$ cat src/rtl/decode_read_pkg.sv
// decode_read_pkg
//   Shared definitions for the decode/register-read stage: the 7-bit
//   opcode encoding, the decode FSM states, the register-index width and
//   the per-opcode table of which source fields an instruction reads.
package decode_read_pkg;

    localparam int REG_IDX_W = 3;
    localparam int NUM_REGS  = 8;
    localparam int OP_W      = 7;

    typedef enum logic [OP_W-1:0] {
        OP_NOP   = 7'h00,
        OP_ADD   = 7'h01,
        OP_SUB   = 7'h02,
        OP_AND   = 7'h03,
        OP_OR    = 7'h04,
        OP_XOR   = 7'h05,
        OP_LOAD  = 7'h10,
        OP_STORE = 7'h11,
        OP_LI    = 7'h12,
        OP_JMP   = 7'h20,
        OP_HALT  = 7'h7F
    } opcode_e;

    typedef enum logic [1:0] {
        ST_RUN,
        ST_HAZARD,
        ST_HALTED
    } state_e;

    typedef struct packed {
        logic known;
        logic src1;
        logic src2;
    } op_info_t;

    // Immediate-form opcodes (LI) overlay imm6 on the source fields, so
    // they must not report source usage or they would raise false hazards.
    function automatic op_info_t uses_src(input logic [OP_W-1:0] op);
        op_info_t info;
        info = '0;
        case (op)
            OP_NOP, OP_HALT, OP_LI: begin
                info.known = 1'b1;
            end
            OP_ADD, OP_SUB, OP_AND, OP_OR, OP_XOR, OP_STORE: begin
                info.known = 1'b1;
                info.src1  = 1'b1;
                info.src2  = 1'b1;
            end
            OP_LOAD, OP_JMP: begin
                info.known = 1'b1;
                info.src1  = 1'b1;
            end
            default: info = '0;
        endcase
        return info;
    endfunction

endpackage

$ cat src/rtl/decode_read_regfile.sv
// decode_read_regfile
//   8 x D_SIZE register file: two combinational read ports with
//   write-through bypass, one synchronous write port.
//   Ports: clk, reset (async active-low, clears all registers),
//          wr_en/wr_idx/wr_data (write port),
//          rd_idx_a/rd_data_a, rd_idx_b/rd_data_b (read ports).
module decode_read_regfile
    import decode_read_pkg::*;
#(
    parameter int D_SIZE = 32
) (
    input  logic                 clk,
    input  logic                 reset,
    input  logic                 wr_en,
    input  logic [REG_IDX_W-1:0] wr_idx,
    input  logic [D_SIZE-1:0]    wr_data,
    input  logic [REG_IDX_W-1:0] rd_idx_a,
    output logic [D_SIZE-1:0]    rd_data_a,
    input  logic [REG_IDX_W-1:0] rd_idx_b,
    output logic [D_SIZE-1:0]    rd_data_b
);

    logic [D_SIZE-1:0] regs [NUM_REGS];

    always_ff @(posedge clk or negedge reset) begin
        if (!reset) begin
            for (int i = 0; i < NUM_REGS; i++) begin
                regs[i] <= '0;
            end
        end else if (wr_en) begin
            regs[wr_idx] <= wr_data;
        end
    end

    // Writeback data is forwarded in the same cycle it is written so the
    // decoder never sees a stale value for a register being retired.
    assign rd_data_a = (wr_en && (wr_idx == rd_idx_a)) ? wr_data : regs[rd_idx_a];
    assign rd_data_b = (wr_en && (wr_idx == rd_idx_b)) ? wr_data : regs[rd_idx_b];

endmodule

$ cat src/rtl/decode_read.sv
// decode_read
//   Decode / register-read pipeline stage. Splits the 16-bit instruction,
//   reads operands, detects load-use hazards against the execute stage and
//   registers the decoded instruction for execute.
//   Ports: clk, reset (async active-low)
//          ir, pc_in                 instruction and its PC from fetch
//          flush                     taken branch in execute, kills decode
//          ex_load, ex_dest          execute-stage load and its destination
//          wb_en, wb_dest, wb_data   register-file write port
//          stall                     hold request to fetch
//          valid_q, op_q, dest_q, src1_q, src2_q, op1_q, op2_q, imm_q, pc_q
//                                    registered decoded instruction
module decode_read
    import decode_read_pkg::*;
#(
    parameter int A_SIZE = 10,
    parameter int D_SIZE = 32
) (
    input  logic                 clk,
    input  logic                 reset,
    input  logic [15:0]          ir,
    input  logic [A_SIZE-1:0]    pc_in,
    input  logic                 flush,
    input  logic                 ex_load,
    input  logic [REG_IDX_W-1:0] ex_dest,
    input  logic                 wb_en,
    input  logic [REG_IDX_W-1:0] wb_dest,
    input  logic [D_SIZE-1:0]    wb_data,
    output logic                 stall,
    output logic                 valid_q,
    output logic [OP_W-1:0]      op_q,
    output logic [REG_IDX_W-1:0] dest_q,
    output logic [REG_IDX_W-1:0] src1_q,
    output logic [REG_IDX_W-1:0] src2_q,
    output logic [D_SIZE-1:0]    op1_q,
    output logic [D_SIZE-1:0]    op2_q,
    output logic [D_SIZE-1:0]    imm_q,
    output logic [A_SIZE-1:0]    pc_q
);

    function automatic logic [D_SIZE-1:0] sext_imm(input logic signed [5:0] v);
        logic signed [D_SIZE-1:0] w;
        w = D_SIZE'(v);
        return w;
    endfunction

    logic [OP_W-1:0]      op_f;
    logic [REG_IDX_W-1:0] dest_f;
    logic [REG_IDX_W-1:0] src1_f;
    logic [REG_IDX_W-1:0] src2_f;
    logic signed [5:0]    imm6_f;
    logic [D_SIZE-1:0]    rd_a;
    logic [D_SIZE-1:0]    rd_b;
    op_info_t             info;
    logic                 hazard;
    logic                 issue;
    state_e               state;
    state_e               next_state;

    assign op_f   = ir[15:9];
    assign dest_f = ir[8:6];
    assign src1_f = ir[5:3];
    assign src2_f = ir[2:0];
    assign imm6_f = ir[5:0];
    assign info   = uses_src(op_f);

    assign hazard = ex_load && ((info.src1 && (ex_dest == src1_f)) ||
                                (info.src2 && (ex_dest == src2_f)));

    decode_read_regfile #(
        .D_SIZE (D_SIZE)
    ) regfile (
        .clk       (clk),
        .reset     (reset),
        .wr_en     (wb_en),
        .wr_idx    (wb_dest),
        .wr_data   (wb_data),
        .rd_idx_a  (src1_f),
        .rd_data_a (rd_a),
        .rd_idx_b  (src2_f),
        .rd_data_b (rd_b)
    );

    // HAZARD behaves like RUN: the held instruction is re-decoded with
    // fresh operands, and a repeated hazard keeps fetch held another cycle.
    always_comb begin
        next_state = state;
        stall      = 1'b0;
        issue      = 1'b0;
        if (flush) begin
            next_state = ST_RUN;
        end else begin
            case (state)
                ST_RUN, ST_HAZARD: begin
                    if (hazard) begin
                        stall      = 1'b1;
                        next_state = ST_HAZARD;
                    end else begin
                        issue      = 1'b1;
                        next_state = (op_f == OP_HALT) ? ST_HALTED : ST_RUN;
                    end
                end
                ST_HALTED: begin
                    stall = 1'b1;
                end
                default: begin
                    next_state = ST_RUN;
                end
            endcase
        end
        // Fetch must never be held while the pipeline is in reset.
        if (!reset) begin
            stall = 1'b0;
        end
    end

    // Stage boundary: decode -> execute pipeline register.
    always_ff @(posedge clk or negedge reset) begin
        if (!reset) begin
            state   <= ST_RUN;
            valid_q <= 1'b0;
            op_q    <= OP_NOP;
            dest_q  <= '0;
            src1_q  <= '0;
            src2_q  <= '0;
            op1_q   <= '0;
            op2_q   <= '0;
            imm_q   <= '0;
            pc_q    <= '0;
        end else begin
            state <= next_state;
            if (issue && info.known) begin
                valid_q <= 1'b1;
                op_q    <= op_f;
                dest_q  <= dest_f;
                src1_q  <= src1_f;
                src2_q  <= src2_f;
                op1_q   <= rd_a;
                op2_q   <= rd_b;
                imm_q   <= sext_imm(imm6_f);
                pc_q    <= pc_in;
            end else begin
                // Bubble: hazard, flush, HALTED, or an unknown opcode.
                valid_q <= 1'b0;
                op_q    <= OP_NOP;
                dest_q  <= '0;
                src1_q  <= '0;
                src2_q  <= '0;
                op1_q   <= '0;
                op2_q   <= '0;
                imm_q   <= '0;
                pc_q    <= '0;
            end
        end
    end

endmodule

$ cat config.mk
export PLATFORM = sky130hd
export DESIGN_NAME = decode_read
export DESIGN_NICKNAME = d
export VERILOG_FILES = /design/src/rtl/decode_read_pkg.sv /design/src/rtl/decode_read_regfile.sv /design/src/rtl/decode_read.sv
export SDC_FILE = /design/constraint.sdc
export NUM_CORES = 1
export LEC_CHECK = 0
export CORE_MARGIN = 2
export CORE_UTILIZATION = 45
export CTS_CLUSTER_SIZE = 16
export DETAILED_ROUTE_END_ITERATION = 6
export GPL_ROUTABILITY_DRIVEN = 1
export PLACE_DENSITY = 0.66
export SLEW_MARGIN = 30
export SYNTH_ARGS = -nofsm -noshare
export SYNTH_HDL_FRONTEND = slang
export SYNTH_SLANG_ARGS = --single-unit
$ cat constraint.sdc
create_clock -name clk -period 5.3 [get_ports clk]
set_clock_uncertainty 0.05 [all_clocks]
set_input_delay 0.53 -clock clk [delete_from_list [all_inputs] [get_ports clk]]
set_output_delay 0.53 -clock clk [all_outputs]
set_load 0.01 [all_outputs]
==> flow_summary_export.csv <==
group,metric,value,unit
timing,finalSetupViolations,0,
timing,setup_tns,0,ns
floorplan,die_area,41310,µm²
power_and_ir_drop,p_total,7716,µW
timing,hold_viol,0,
placed_design,gp_congestion,0.7395,
hold_path,hp-class,"in -> async",
placed_design,dp_hpwl,24500,µm
yosys,avgSynthCellArea,15.22,µm²
clock_network,cts_max_level,2,
clock_network,post_cts_resized,0,
clock_network,clk_pin_slew_worst_paths,0.05,ns
cells_and_area,synthToLayoutAreaGrowth,18.84,%
floorplan,pin_count,193,
yosys,syn_area,17870,µm²
critical_path,cp_cell_sequence,"clkdlybuf4s50_1 -> xor2_1 -> nor3_1 -> o21a_1 -> o211ai_1 -> a21oi_1 -> clkdlybuf4s50_1",
clock_network,root_buffer,"clkbuf_16",
cells_and_area,final_cell_mix,"349 x dfrtp_1, 256 x mux2_2, 185 x clkdlybuf4s50_1",
routing,drtIter0Drc,595,
timing,period_share,66.35,%
floorplan,rows,72,
critical_path,startpoint_type,"primary input",
routing,wl,42940,µm
cells_and_area,final_util,54.56,%
cells_and_area,drive_gt1_share,42.13,%
yosys,synthCells,1174,
critical_path,endpoint_kind,"output pin",
timing,tightestPinTransition,0.8437,ns
yosys,synth_cell_type_count,37,
placed_design,dpl_cell_area,19900,µm²
cells_and_area,diodes,0,
floorplan,start_util,45.91,%
placed_design,portBuffers,192,
routing,drc,0,
clock_network,cts_hold_buf,0,
timing,period_needed,3.517,ns
global_route,grt_pass1_wl,67060,µm
timing,rsz0062_at_grt,"false",
clock_network,cts_tree,"yes",
yosys,synth-main-ff-cell,"dfrtp_1",
global_route,grt_max_degree,186,
yosys,async_flop_share,100.0,%
critical_path,path_buf_inv,2,
critical_path,critPathMaxStageDelay,0.66,ns
yosys,ys_ff_latch,349,
timing,whs,0.009826,ns
cells_and_area,finalInstanceArea,21230,µm²
global_route,grt_pass1_vias,11230,
timing,slew_violations,0,
floorplan,core,38920,µm²
clock_network,cts_made_buffers,40,
routing,drt_pass1_iterations,6,
cells_and_area,layout_commonest_cell,"dfrtp_1",
critical_path,path_common_cell,"clkdlybuf4s50_1",
floorplan,dieWidth,203.3,µm
yosys,mappedNetlistNets,1243,
power_and_ir_drop,p_per_area,363.4,nW/µm²
timing,max_freq,0.2844,GHz
routing,drtAntennaViolNets,0,
global_route,antenna_found_initial,1,
global_route,overflow,0,
yosys,synth_warnings,0,
timing,slew_headroom,43.75,%
critical_path,cp_slowest_cell,"nor3_1",
job,drv_cap,0,
global_route,grtUsageTotal,21.14,%
status,status,"completed",
critical_path,worst_ep_arrival_time,2.94,ns
clock_network,worstSkewPairLatency,0.52,ns
critical_path,cp_top_family,"buffers and inverters",
power_and_ir_drop,leakage,0.008555,µW
floorplan,die_h,203.3,µm
routing,wl_per_cell,23.58,µm
clock_network,clock_sink_count,349,
clock_network,cts_setup_buffers,0,
routing,num_vias,10550,
critical_path,crit_fanout,4,
critical_path,criticalPathCategory,"in -> out",
yosys,synth_edf_count,0,
yosys,yosysSeqAreaShare,48.88,%
cells_and_area,finalNetCount,1345,
clock_network,cts.path.max_buffers,3,
power_and_ir_drop,ir_drop,226.5,µV
critical_path,required,4.72,ns
routing,via_per_inst,5.794,
## sequential cells by signal, indices dropped and copies added, names as in the netlist
| register | count |
|---|---|
| op2_q | 32 |
| regfile.regs | 256 |
| state | 2 |
| op1_q | 32 |
| imm_q | 6 |
| op_q | 7 |
| dest_q | 3 |
| valid_q | 1 |
| pc_q | 10 |
## worst paths after layout
| path | start | to | slack, ns | cells after the start |
|---|---|---|---|---|
| setup / recovery | ex_dest[0] | stall | 1.78 | 7 |
| hold / removal | reset | op_q[4] | 0.01 | 1 |
| setup reg to reg | state[1] | op2_q[17] | 2.73 | 6 |
| hold reg to reg | state[1] | state[0] | 0.44 | 1 |
| max in group asynchronous | reset | regfile.regs[80] | 3.74 | 3 |
| min in group clk | state[1] | state[0] | 0.44 | 1 |
## kinds of logic after synthesis
logic type | synth area share (%)
AOI/OAI and AO/OA | 6.366
xor gates and xnor gates | 0.5882
buffers and inverters | 4.734
DFF | 48.88
muxes | 35.85
and+or+nand+nor | 3.578
## worst register-to-register path, stage by stage, from the launching register on
cell and delay [ns]:
dfrtp_1 0.40, nor2_1 0.14, nand3_1 0.09, o2bb2ai_1 0.40, nand3_4 0.62, buf_4 0.50, a2111oi_2 0.27
## routing by layer
layer	track usage [%]	wire, µm
met1	27.62	18190
met2	37.46	22110
met3	3.100	1878
met4	4.614	752
met5	0	11
## Yosys cell counts, types with 7 or more instances
library cell  instances  area share (%)
dfrtp_1             349              49
mux2_2              256              16
mux4_2              128              16
nor2_1               71             1.5
mux2i_1              64             3.6
a2111oi_2            57             4.8
buf_2                41             1.1
buf_4                41             1.7
buf_1                39            0.82
clkbuf_1             36            0.76
nor3b_1              24             1.0
a2111oi_4             7             1.1
## through the flow
stage / std cells / setup slack, ns
2_1_floorplan: 1174 / 3.111
3_3_place_gp: 1750 / 1.856
3_5_place_dp: 1751 / 1.723
4_1_cts: 1820 / 1.856
5_1_grt: 1821 / 1.691
6_report: 1821 / 1.783
## where the power goes
group          leakage (µW)  internal [µW]  switching, µW  total (µW)
Combinational       0.00357            955            584        1540
Clock              0.000642           1690           1040        2730
Sequential          0.00435           3140            311        3450
Total               0.00856           5780           1940        7720
## final cells by class
class,instances,area (µm²)
inverter,2,7.507
clock inverter,7,110.1
multi-input combinational,661,8327
clock buffer,62,1195
fill,3199,17680
tap,518,648.1
timing repair buffer,222,2213
sequential,349,8733
Note: power is estimated with default switching activity, not from simulation.
